$ cat src/rtl/remote_player_rx_if.sv
// Remote player 2 GPIO receive bundle: raw remote lines in,
// clean paddle controls and score out.
interface remote_player_rx_if;
  logic [1:0] gpio_move;
  logic [2:0] gpio_colour;
  logic       gpio_play;
  logic       game_active;
  logic       score_inc;
  logic       score_clr;
  logic       move_up;
  logic       move_down;
  logic [2:0] colour_out;
  logic       play_pulse;
  logic [3:0] gpio_score;

  modport master (
    output gpio_move, gpio_colour, gpio_play,
    output game_active, score_inc, score_clr,
    input  move_up, move_down, colour_out,
    input  play_pulse, gpio_score
  );

  modport slave (
    input  gpio_move, gpio_colour, gpio_play,
    input  game_active, score_inc, score_clr,
    output move_up, move_down, colour_out,
    output play_pulse, gpio_score
  );
endinterface

$ cat src/rtl/remote_player_rx.sv
// Player 2 remote control receiver: sync, debounce, play pulse,
// colour latch and saturating score register.
module remote_player_rx #(
  parameter int DEBOUNCE_CYCLES = 250000,
  parameter int CNT_WIDTH       = 18,
  parameter int MAX_SCORE       = 9
) (
  input  logic              clock,
  input  logic              reset,
  remote_player_rx_if.slave bus
);

  // Bit order: up, down, play, colour[2:0]
  localparam logic [5:0] IDLE = 6'b111_000;
  localparam logic [CNT_WIDTH-1:0] CNT_LAST =
    CNT_WIDTH'(DEBOUNCE_CYCLES - 1);
  localparam logic [3:0] SCORE_MAX = 4'(MAX_SCORE);

  logic [5:0]           raw;
  logic [5:0]           s1;
  logic [5:0]           s2;
  logic [5:0]           d;
  logic [CNT_WIDTH-1:0] cnt [6];

  logic       play_q;
  logic [1:0] hold_cnt;
  logic       armed;
  logic       pulse_q;
  logic [2:0] colour_q;
  logic [3:0] score;

  assign raw = {bus.gpio_move, bus.gpio_play, bus.gpio_colour};

  always_ff @(posedge clock) begin
    if (reset) begin
      s1 <= IDLE;
      s2 <= IDLE;
    end else begin
      s1 <= raw;
      s2 <= s1;
    end
  end

  always_ff @(posedge clock) begin
    for (int i = 0; i < 6; i++) begin
      if (reset) begin
        d[i]   <= IDLE[i];
        cnt[i] <= '0;
      end else if (s2[i] == d[i]) begin
        cnt[i] <= '0;
      end else if (cnt[i] == CNT_LAST) begin
        d[i]   <= s2[i];
        cnt[i] <= '0;
      end else begin
        cnt[i] <= cnt[i] + 1'b1;
      end
    end
  end

  // A key held through reset must be seen released before it can fire.
  always_ff @(posedge clock) begin
    if (reset) begin
      play_q   <= 1'b1;
      hold_cnt <= '0;
      armed    <= 1'b0;
      pulse_q  <= 1'b0;
    end else begin
      play_q   <= d[3];
      pulse_q  <= armed & play_q & ~d[3];
      armed    <= armed | (hold_cnt == 2'd3);
      if (!s2[3])
        hold_cnt <= '0;
      else if (hold_cnt != 2'd3)
        hold_cnt <= hold_cnt + 2'd1;
    end
  end

  always_ff @(posedge clock) begin
    if (reset)
      colour_q <= '0;
    else if (!bus.game_active)
      colour_q <= d[2:0];
  end

  always_ff @(posedge clock) begin
    if (reset || bus.score_clr)
      score <= '0;
    else if (bus.score_inc && score < SCORE_MAX)
      score <= score + 4'd1;
  end

  assign bus.move_up    = ~d[5] & d[4];
  assign bus.move_down  = ~d[4] & d[5];
  assign bus.play_pulse = pulse_q;
  assign bus.colour_out = colour_q;
  assign bus.gpio_score = score;

endmodule

$ cat src/flat_wrapper.sv
// flat-port wrapper written by rule: the top's interface ports become plain ports
module remote_player_rx_flat 
#(
  parameter int DEBOUNCE_CYCLES = 250000,
  parameter int CNT_WIDTH       = 18,
  parameter int MAX_SCORE       = 9
)
  (clock, reset, bus_gpio_move, bus_gpio_colour, bus_gpio_play, bus_game_active, bus_score_inc, bus_score_clr, bus_move_up, bus_move_down, bus_colour_out, bus_play_pulse, bus_gpio_score);
  remote_player_rx_if bus_i ();
  input  logic clock;
  input  logic reset;
  input wire logic [$bits(bus_i.gpio_move)-1:0] bus_gpio_move;
  input wire logic [$bits(bus_i.gpio_colour)-1:0] bus_gpio_colour;
  input wire logic [$bits(bus_i.gpio_play)-1:0] bus_gpio_play;
  input wire logic [$bits(bus_i.game_active)-1:0] bus_game_active;
  input wire logic [$bits(bus_i.score_inc)-1:0] bus_score_inc;
  input wire logic [$bits(bus_i.score_clr)-1:0] bus_score_clr;
  output wire logic [$bits(bus_i.move_up)-1:0] bus_move_up;
  output wire logic [$bits(bus_i.move_down)-1:0] bus_move_down;
  output wire logic [$bits(bus_i.colour_out)-1:0] bus_colour_out;
  output wire logic [$bits(bus_i.play_pulse)-1:0] bus_play_pulse;
  output wire logic [$bits(bus_i.gpio_score)-1:0] bus_gpio_score;
  assign bus_i.gpio_move = bus_gpio_move;
  assign bus_i.gpio_colour = bus_gpio_colour;
  assign bus_i.gpio_play = bus_gpio_play;
  assign bus_i.game_active = bus_game_active;
  assign bus_i.score_inc = bus_score_inc;
  assign bus_i.score_clr = bus_score_clr;
  assign bus_move_up = bus_i.move_up;
  assign bus_move_down = bus_i.move_down;
  assign bus_colour_out = bus_i.colour_out;
  assign bus_play_pulse = bus_i.play_pulse;
  assign bus_gpio_score = bus_i.gpio_score;
  remote_player_rx #(.DEBOUNCE_CYCLES(DEBOUNCE_CYCLES), .CNT_WIDTH(CNT_WIDTH), .MAX_SCORE(MAX_SCORE)) u_core (.clock(clock), .reset(reset), .bus(bus_i));
endmodule
$ cat config.mk
export PLATFORM = sky130hd
export DESIGN_NAME = remote_player_rx_flat
export DESIGN_NICKNAME = d
export VERILOG_FILES = /design/src/rtl/remote_player_rx_if.sv /design/src/rtl/remote_player_rx.sv /design/src/flat_wrapper.sv
export SDC_FILE = /design/constraint.sdc
export NUM_CORES = 1
export LEC_CHECK = 0
export ABC_CLOCK_PERIOD_IN_PS = 5400
export CAP_MARGIN = 0
export CORE_MARGIN = 4
export CORE_UTILIZATION = 55
export DETAILED_ROUTE_END_ITERATION = 10
export GPL_TIMING_DRIVEN = 1
export PLACE_DENSITY = 0.72
export RECOVER_POWER = 50
export SETUP_SLACK_MARGIN = 0.02
export SLEW_MARGIN = 10
export SYNTH_ARGS = -nofsm -noshare
export SYNTH_HDL_FRONTEND = slang
export SYNTH_SLANG_ARGS = --single-unit
export TNS_END_PERCENT = 1
$ cat constraint.sdc
create_clock -name clock -period 5.4 [get_ports clock]
set_input_delay 1.08 -clock clock [delete_from_list [all_inputs] [get_ports clock]]
set_output_delay 1.08 -clock clock [all_outputs]
set_load 0.02 [all_outputs]
# Word-level counts from Yosys, hierarchy flattened

Memory sizes are Yosys's and may differ from the RTL's.
Index checks and enable logic that the tools add are counted.

Flip-flop bits (word level): 30
Bits in latches: 0
RAM bits: 108
Memory bits (read-only): 0
Bits of input ports: 11
Logic and storage cells: 166
Memories kept: 1

Add/subtract/negate cells: 8
$mul: 0
Divide/modulo/power cells: 0
Order comparisons: 1
Eq/ne operators: 14
Shifts and indexed selects: 0
Mux-type cells: 86
Bitwise gates (word level): 33
Reductions and logical operators: 9

Memory list:

| name       | depth | bits a word | rd ports | clocked after Yosys merged registers in | write ports | line                   | RTL |
|---|---|---|---|---|---|---|---|
| u_core.cnt | 6     | 18          | 6        | 0                                       | 6           | remote_player_rx.sv:23 | `logic [CNT_WIDTH-1:0] cnt [6];` |

Operators by type and width:

| cell                                           | count |
|---|---|
| two-way mux 18 bit                             | 18 |
| adder 18 x 1 -> 18 bit (second input constant) | 6 |
| == test 18 bit (second input constant)         | 6 |
| two-way mux 1 bit                              | 68 |
| bitwise OR 1 bit                               | 19 |
| AND reduction 2 bit                            | 6 |
| NOT 1 bit                                      | 10 |
| == test 1 bit                                  | 6 |
| adder 4 x 1 -> 4 bit (second input constant)   | 1 |
| bitwise AND 1 bit                              | 4 |
| < comparator 4 bit (second input constant)     | 1 |
| adder 2 x 1 -> 2 bit (second input constant)   | 1 |
| == test 2 bit (second input constant)          | 1 |
| != test 2 bit (second input constant)          | 1 |
| OR reduction 2 bit                             | 1 |
| logical AND 1 bit                              | 1 |
| logical OR 1 bit                               | 1 |

# Longest topological paths before layout

Depth after elaboration: 7
Depth in mapped cells: 7
Gate-level depth less buffers: 6

# Worst setup path after synthesis

No wires, ideal clock.

Path type: input to register
Start point: in reset
End point: mem u_core.cnt[3][5] (netlist: u_core.cnt[1][23]), data pin
Library setup time: 0.257 ns
Arrival time: 1.922 ns
Data required time: 5.143 ns
Path slack: 3.221 ns
Stages on the path: 5
Buffers on the path: 2
Path through: clkbuf_1 > nor2_1 > o21ai_1 > buf_2 > nor2_1

RTL lines:

| item               | line                   | RTL |
|---|---|---|
| start: declaration | flat_wrapper.sv:11     | `input logic reset;` |
| end: declaration   | remote_player_rx.sv:23 |  |

==> results.yml <==
timing:
  max_freq_ghz: 0.306
  finalSetupViolations: 0
  drv_slew: 36
  finalHoldViolations: 0
  totalNegativeSetupSlack_ps: 0
  period_share_pct: 60.5
  skew_ps: 8.79
  rsz0062_at_grt: "no"
  max_slew_margin_pct: -27.7
  worstMarginPinSlew_ps: 1900
  period_minus_slack_ps: 3270
synth:
  synth-seq-area-share_pct: 54.7
  yosys.area.top_type_share_pct: 46.2
  synth_common_cells: "edfxtp_1 (108), nor2_1 (97), xnor2_1 (42)"
  synth_edf_count: 108
  synth_cells: 662
  synth.yosys.warnings: 0
  synth-seq-cells: 138
  async_reset_ff_share_pct: 0
  syn_area_mm2: 0.00703
  synthFlopType: "edfxtp_1"
  synth_cell_types: 50
  yosys.area.top_type: "edfxtp_1"
  yosysMostFrequentCell: "edfxtp_1"
  synth_top_cells_by_area: "edfxtp_1 (46%), dfxtp_1 (8.5%), xnor2_1 (5.2%)"
  syn_area_per_cell_um2: 10.6
cells_and_area:
  layout-drive-gt1-share_pct: 5.83
  area_growth_pct: 19.0
  fill_cells: 1013
  num_antenna_cells: 0
  multi_input_area_mm2: 0.00338
  final_cell_area_mm2: 0.00836
  nets: 813
  seq_area_mm2: 0.00384
floorplan:
  boundaryPins: 21
  die_area_mm2: 0.0146
  dieWidth_um: 121
  die_h_um: 121
  rows: 41
  fp.coreArea_mm2: 0.0126
  start_util_pct: 55.9
setup_path:
  worstPathRequired_ps: 5500
  path_max_fanout: 23
  cp-end-kind: "flip-flop"
  critPathKind: "in -> reg"
  arrival_ps: 3370
  crit_path_start_kind: "input pin"
min_path:
  min_path_type: "reg -> reg"
cts:
  cts.path.max_buffers: 2
  cts_buffers: 17
  cts_htree_levels: 4
  post_cts_buffers: 0
  worstSkewPairLatency_ps: 420
  clock_tree.root_cell: "clkbuf_16"
  ctsHoldBuffers: 0
  clk_pin_slew_worst_paths_ps: 60
  tritoncts: "done"
  cts_resized: 0
  clock_sinks: 138
placement:
  dp_hpwl_mm: 9.24
  portBuffers: 20
  place_area_mm2: 0.00777
  place_congestion: 0.840
drt:
  wl_mm: 13.1
  wire_per_inst_um: 13.3
  avgViaCountPerCell: 5.27
  route.detailed.drc: 0
  drtAntennaViolNets: 0
  vias: 5154
  first_iter_violations: 354
  drt_first_pass_iters: 4
power_and_ir_drop:
  sw_frac_of_total_pct: 21.6
  p_leak_nw: 3.02
  pwr-share-clk_pct: 46.5
  vdd_drop_max_mv: 0.216
  p_int_mw: 1.95
  combPwrFrac_pct: 4.1
  p_seq_share_pct: 49.4
  power.density_mw_per_mm2: 298
  p_switching_uw: 538
global_route:
  grt_max_degree: 24
  grtUsageTotal_pct: 19.2
  grt_pass1_wl_mm: 22.3
  grt_overflow: 0
  antenna_found_initial: 0
  grt_pass1_vias: 4922
run_status:
  status: "complete, but fails checks"
  violations: "capacitance limit, slew limit"
flow_run:
  drv_cap: 2
==> area by class of cell <==
type / instances / area share (%)
Tap cell: 172 / 2.57
Clock buffer: 24 / 6.68
Timing Repair Buffer: 21 / 2.44
Sequential cell: 138 / 46.0
Multi-Input combinational cell: 586 / 40.4
Clock inverter: 8 / 0.569
Inverter: 29 / 1.30
==> registers in the layout, summed over array words and instances, names as in the netlist, 2 cells and up <==
register               flops
u_core.cnt               108
u_core.d                   6
u_core.s1                  6
u_core.s2                  6
u_core.bus.gpio_score      4
u_core.bus.colour_out      3
u_core.hold_cnt            2
==> placed cells by master (no fill, tap or decap), types with 14 or more instances in the layout <==
| cell | Yosys | final |
|---|---|---|
| o21ai_0 | 16 | 18 |
| edfxtp_1 | 108 | 108 |
| a21oi_1 | 30 | 30 |
| nand3_1 | 36 | 37 |
| or4_1 | 13 | 14 |
| nand4_1 | 23 | 23 |
| nand2_1 | 32 | 32 |
| nor2_1 | 97 | 97 |
| xnor2_1 | 42 | 42 |
| inv_1 | 28 | 28 |
| xor2_1 | 37 | 37 |
| or3_1 | 16 | 16 |
| nor4_1 | 14 | 14 |
| clkbuf_16 | 0 | 22 |
| nor3_1 | 17 | 17 |
| dfxtp_1 | 30 | 30 |
| conb_1 | 1 | 108 |
==> critical path: stages <==
cell,delay (ps)
dlygate4sd3_1,1030
clkbuf_1,370
nor2_1,80
o21ai_0,660
nor2_1,130
==> power by group through the flow <==
stage	Combinational [mW]	Clock, mW	Sequential [mW]
floorplan	0.0776	0	1.24
global placement	0.0970	0	1.25
detailed placement	0.101	0	1.25
CTS	0.102	1.19	1.23
global route	0.118	1.23	1.24
finish	0.103	1.16	1.23
==> per-stage QoR <==
step           setup slack, ps  utilization, %  power [mW]  instances  hold slack (ps)
2_1_floorplan             3220               -        1.32        769              389
3_3_place_gp              2020            61.8        1.35        946              398
3_5_place_dp              1950            61.8        1.35        946              396
4_1_cts                   2400            66.6        2.52        978              414
5_1_grt                   1820            66.5        2.59        978              431
6_report                  2130            66.5        2.49        978              411
==> cells by family after synthesis <==
group	Yosys count	share of synthesized area (%)
and+or+nand+nor	312	23.7
DFF	138	54.7
xor gates and xnor gates	79	9.85
AOI/OAI and AO/OA	73	6.71
buffers and inverters	45	2.69
adders and majority gates	9	1.60
muxes	5	0.712
other	1	0.0534
==> per-layer routing <==
layer / global-route usage [%] / wire length, um / up-vias
li1: - / - / 2579
met1: 24.4 / 6020 / 2480
met2: 31.4 / 6380 / 78
met3: 4.48 / 414 / 17
met4: 8.14 / 250 / 0
met5: 0 / 0 / -
==> worst paths after layout <==
kind / slack, ps / to / from / cells past startpoint
worst max-delay path: 2130 / u_core.cnt[0][27] / reset / 5
worst min-delay path: 410 / u_core.s2[5] / u_core.s1[5] / 1
worst max register to register: 2250 / u_core.cnt[0][27] / u_core.cnt[0][18] / 5
worst min register to register: 410 / u_core.s2[5] / u_core.s1[5] / 1
No activity file was read; power rests on OpenSTA's default activity.
